[config.mk]
export PLATFORM = sky130hd
export DESIGN_NAME = fork_join_ctrl
export DESIGN_NICKNAME = d
export VERILOG_FILES = /design/src/rtl/fork_join_pkg.sv /design/src/rtl/fork_join_ctrl_thread_timer.sv /design/src/rtl/fork_join_ctrl.sv
export SDC_FILE = /design/constraint.sdc
export NUM_CORES = 1
export LEC_CHECK = 0
export ABC_AREA = 1
export BUFFER_PORTS_ARGS = -buffer_cell sky130_fd_sc_hd__clkbuf_2
export CORE_MARGIN = 5
export CORE_UTILIZATION = 59
export DETAILED_ROUTE_END_ITERATION = 10
export GPL_TIMING_DRIVEN = 0
export MAX_ROUTING_LAYER = met4
export PLACE_DENSITY_LB_ADDON = 0.08
export SKIP_CTS_REPAIR_TIMING = 1
export SYNTH_ARGS = -nofsm -noshare
export SYNTH_HDL_FRONTEND = slang
export SYNTH_SLANG_ARGS = --single-unit
[constraint.sdc]
create_clock -name clk -period 3.6 [get_ports clk]
set_input_delay 0.36 -clock clk [delete_from_list [all_inputs] [get_ports clk]]
set_output_delay 0.36 -clock clk [all_outputs]
set_load 0.01 [all_outputs]
[src/rtl/fork_join_pkg.sv]
// Shared types and default widths for the fork/join dispatcher.
package fork_join_pkg;

  localparam int N_THREADS_DEF = 2;
  localparam int CNT_W_DEF     = 8;
  localparam int TS_W_DEF      = 16;

  typedef enum logic [1:0] {
    JOIN_ALL  = 2'b00,
    JOIN_ANY  = 2'b01,
    JOIN_NONE = 2'b10,
    JOIN_RSVD = 2'b11
  } join_mode_e;

  typedef enum logic {
    IDLE = 1'b0,
    WAIT = 1'b1
  } state_e;

endpackage

[src/rtl/fork_join_ctrl_thread_timer.sv]
// One delay thread: loads a cycle count, pulses start, counts down and pulses done.
module thread_timer
  import fork_join_pkg::*;
#(
  parameter int CNT_W = CNT_W_DEF
) (
  input  logic             clk,
  input  logic             rst,
  input  logic             load,
  input  logic [CNT_W-1:0] delay,
  output logic             busy,
  output logic             start,
  output logic             done
);

  logic [CNT_W-1:0] cnt_q, cnt_d;
  logic             busy_q, busy_d;
  logic             start_q;
  logic             zero_q;

  always_comb begin
    cnt_d  = cnt_q;
    busy_d = busy_q;
    if (load && (delay != '0)) begin
      cnt_d  = delay;
      busy_d = 1'b1;
    end else if (busy_q) begin
      // The thread stays busy through the cycle in which the count reaches zero.
      if (cnt_q == '0) busy_d = 1'b0;
      else             cnt_d  = cnt_q - {{(CNT_W-1){1'b0}}, 1'b1};
    end
  end

  always_ff @(posedge clk or posedge rst) begin
    if (rst) begin
      cnt_q   <= '0;
      busy_q  <= 1'b0;
      start_q <= 1'b0;
      zero_q  <= 1'b0;
    end else begin
      cnt_q   <= cnt_d;
      busy_q  <= busy_d;
      start_q <= load;
      zero_q  <= load && (delay == '0);
    end
  end

  assign busy  = busy_q;
  assign start = start_q;
  assign done  = (busy_q && (cnt_q == '0)) || zero_q;

endmodule

[src/rtl/fork_join_ctrl.sv]
// Fork/join dispatcher: launches per-thread timers and reports the join event per mode.
module fork_join_ctrl
  import fork_join_pkg::*;
#(
  parameter int N_THREADS = N_THREADS_DEF,
  parameter int CNT_W     = CNT_W_DEF,
  parameter int TS_W      = TS_W_DEF
) (
  input  logic                       clk,
  input  logic                       rst,
  input  logic                       fork_valid,
  output logic                       fork_ready,
  input  logic [N_THREADS-1:0]       fork_mask,
  input  logic [1:0]                 fork_mode,
  input  logic [N_THREADS*CNT_W-1:0] fork_delay,
  output logic [N_THREADS-1:0]       thr_busy,
  output logic [N_THREADS-1:0]       thr_start,
  output logic [N_THREADS-1:0]       thr_done,
  output logic                       join_done,
  output logic [TS_W-1:0]            now
);

  state_e               state_q, state_d;
  join_mode_e           mode_q, mode_d;
  logic [N_THREADS-1:0] pending_q, pending_d;
  logic                 imm_q, imm_d;
  logic                 acc_q;
  logic [TS_W-1:0]      now_q;
  logic                 fork_accept;
  logic [N_THREADS-1:0] load;
  logic [N_THREADS-1:0] hit;
  logic [N_THREADS-1:0] left;

  // acc_q holds ready low in the join cycle of an immediate (no-WAIT) join.
  assign fork_ready  = (state_q == IDLE) && !acc_q && ((fork_mask & thr_busy) == '0);
  assign fork_accept = fork_valid && fork_ready;
  assign load        = fork_accept ? fork_mask : '0;

  genvar gi;
  generate
    for (gi = 0; gi < N_THREADS; gi++) begin : g_thr
      thread_timer #(.CNT_W(CNT_W)) u_thr (
        .clk   (clk),
        .rst   (rst),
        .load  (load[gi]),
        .delay (fork_delay[gi*CNT_W +: CNT_W]),
        .busy  (thr_busy[gi]),
        .start (thr_start[gi]),
        .done  (thr_done[gi])
      );
    end
  endgenerate

  // Only threads of the fork being joined sit in pending, so stale done pulses are ignored.
  assign hit  = pending_q & thr_done;
  assign left = pending_q & ~thr_done;

  always_comb begin
    state_d   = state_q;
    mode_d    = mode_q;
    pending_d = pending_q;
    imm_d     = 1'b0;
    join_done = imm_q;
    case (state_q)
      IDLE: begin
        if (fork_accept) begin
          mode_d = join_mode_e'(fork_mode);
          if ((join_mode_e'(fork_mode) == JOIN_NONE) || (fork_mask == '0)) begin
            imm_d = 1'b1;
          end else begin
            state_d   = WAIT;
            pending_d = fork_mask;
          end
        end
      end
      WAIT: begin
        pending_d = left;
        if (mode_q == JOIN_ANY) begin
          if (hit != '0) begin
            join_done = 1'b1;
            state_d   = IDLE;
            pending_d = '0;
          end
        end else if (left == '0) begin
          join_done = 1'b1;
          state_d   = IDLE;
        end
      end
      default: state_d = IDLE;
    endcase
  end

  always_ff @(posedge clk or posedge rst) begin
    if (rst) begin
      state_q   <= IDLE;
      mode_q    <= JOIN_ALL;
      pending_q <= '0;
      imm_q     <= 1'b0;
      acc_q     <= 1'b0;
      now_q     <= '0;
    end else begin
      state_q   <= state_d;
      mode_q    <= mode_d;
      pending_q <= pending_d;
      imm_q     <= imm_d;
      acc_q     <= fork_accept;
      now_q     <= now_q + {{(TS_W-1){1'b0}}, 1'b1};
    end
  end

  assign now = now_q;

endmodule

==> run metrics <==
status finished clean; DR iter-0 viols roughly 110; Slowest-stage cell, CP dfrtp_1; Via-to-Cell Ratio about 5.3; PnR worst setup slack 1.39 ns; synthesis-to-layout area growth 16.7%; register area share after synthesis between 40% and 50%; CP cell instances inv_1 > ha_1 > nand2_1 > nor2_1 > nand3_1 > nand2_1 > nand2_1 > nand3_1 > nand3_1 > nand2_1 > clkbuf_2; synth warn 0; row count 23; Area contributors post-synth dfrtp_1 (46%), nand3_1 (10%), nand2_1 (8.5%); Chip Width 74.6 um; critical path endpoint category output port; type of origin of the critical path flop; most frequent cells in the layout nand2_1 (56), nand3_1 (49), clkbuf_2 (46); Slew Viols, Final 0; Max-Cap Viols 0; CP required about 3.2 ns; Vias 2093; syn avg cell area 8.46 sq um; die height about 75 um; wirelength, routed between 5000 and 6000 um; Core Util, Final about 71%; CTS tree done; Top Ports 47; global route overflow 0; drc violations 0; Max Freq 0.453 GHz; total CTS buffers 5; H-tree lvl count 2; Worst Path Arrival roughly 1.9 ns; Cell Pwr Density 535 mW/mm^2; Mapped Area 0.00246 sq mm; Yosys top cell area share 45.8%; first-pass GRT wire length 8760 um; Antenna Violating Nets Remaining 0; Post-Synthesis Cells 291; aggregate global-route resource usage 21.0%; DP HPWL ~4000 um; layout cells sized above 1 23.3%; fin crit period 2.21 ns; #FFs+latches synth 45; CTS Sinks 45; Initial Utilization 61.1%; number of I/O port buffers 46; number of global-route vias before repair 2041; Finish-stage setup viols 0; CTS clk-pin slew, worst paths 0.09 ns; setup TNS 0 ns; HP Class in2reg; Crit Path Max Fanout 4; most frequent CP cell nand2_1; clk root buf clkbuf_8; critical path type reg2out; area leader, netlist dfrtp_1; die area 0.00556 sq mm; placer congestion estimate 0.877; RSZ-0062 raised after global routing no; largest net degree at the start of global routing 37; Final Net Count 374; worst vdd ir 0.000343 V; Slew @ Worst Pin 0.367 ns; Synth cell types 29; Tcrit/Tclk final 61.3%; commonest non-fill, non-tap cell in the layout nand2_1; wire per inst ~13 um; clock buffer depth 2; Crit path largest cell delay ~0.39 ns; DRT Pass-1 Iters 4; worst-skew pair later-pin latency 0.30 ns; clk_skew 0.00654 ns; initial antenna violation count 0; DP Worst Slack 1.71 ns; P_leak 1.54 nW; Mapped Nets 319; Max-slew headroom 75.4%; core area ~0.004 sq mm; ant diodes 0; final hold violations 0
==> state kept, by name, summed over array words and instances (netlist names), 2 cells and up <==
register and flops:
g_thr.u_thr.busy 2, g_thr.u_thr.cnt_q 16, g_thr.u_thr.start 2, g_thr.u_thr.zero_q 2, mode_q 2, now 16, pending_q 2
==> critical path: cells and delay by family, from the launching register on <==
| kind | cells | cell delay, ns |
|---|---|---|
| simple gates | 8 | 0.74 |
| flops | 1 | 0.39 |
| buf+inv | 2 | 0.25 |
| fa+ha+maj | 1 | 0.17 |
==> layout make-up <==
| cell class | instances | area (sq um) |
|---|---|---|
| inverter | 39 | 148 |
| clock buffer | 6 | 72.6 |
| tap | 50 | 62.6 |
| buffer | 6 | 45.0 |
| fill | 339 | 1160 |
| sequential | 45 | 1130 |
| clock inverter | 2 | 15.0 |
| timing repair buffer | 48 | 260 |
| multi-input combinational | 201 | 1140 |
==> stage by stage <==
step	total power [W]	area, sq um	hold slack (ns)	cells
after global placement	0.00120	2750	0.459	387
after detailed placement	0.00123	2770	0.301	388
after global routing	0.00166	2870	0.305	397
final	0.00154	2870	0.297	397
after CTS	0.00154	2860	-0.0280	396
after floorplan	0.00111	2460	0.453	291
==> final timing paths <==
kind                                         start                      end  slack [ns]  cells past startpoint
hold reg to reg                            now[15]                  now[15]        0.48                      1
setup / recovery           g_thr[0].u_thr.cnt_q[0]                join_done        1.39                     11
min in group asynchronous                      rst     g_thr[0].u_thr.start        0.52                      3
setup reg to reg               g_thr[0].u_thr.busy  g_thr[1].u_thr.cnt_q[0]        2.03                      8
hold / removal                        fork_mode[1]                mode_q[1]        0.30                      3
max in group asynchronous                      rst     g_thr[1].u_thr.start        2.61                      4
==> logic make-up after synthesis <==
kind of cell,synth area share [%]
DFF,45.8
and+or+nand+nor,32.5
adders and majority gates,2.54
AOI/OAI and AO/OA,3.91
xor gates and xnor gates,7.47
buffers and inverters,7.83
==> routing by layer <==
layer | share of wire [%] | wire length (um) | vias to the layer above | global-route usage (%)
met5 | 0 | 0 | - | -
met2 | 48 | 2450 | 50 | 32.4
li1 | - | - | 1045 | -
met3 | 5.4 | 274 | 4 | 5.27
met1 | 45 | 2320 | 994 | 27.2
met4 | 1.0 | 52 | 0 | 6.92
==> synthesized netlist by cell type <==
cell type  number
nor4_1          3
nand2_2         3
xnor2_1         2
or2_1           1
inv_1          32
nor3_2          1
dfrtp_1        45
nor3_1          8
inv_2           6
o22ai_1         1
nor2_4          1
xor2_1         19
a22oi_1         1
buf_4           6
ha_1            5
o21ai_0         2
nand4_1         4
nand2_4         4
clkinv_2        1
nor2_1         24
nand2_1        56
o21bai_1        1
o211ai_1        4
nand4_2         1
nand3_1        49
o21ai_1         5
and2_1          1
nor2_8          3
a21oi_1         2
==> where the power goes <==
part	switching, W	total (W)	internal (W)
Clock	0.000173	0.000310	0.000137
Combinational	0.000309	0.000521	0.000212
Sequential	0.0000830	0.000704	0.000621
No activity file was read; power rests on OpenSTA's default activity.
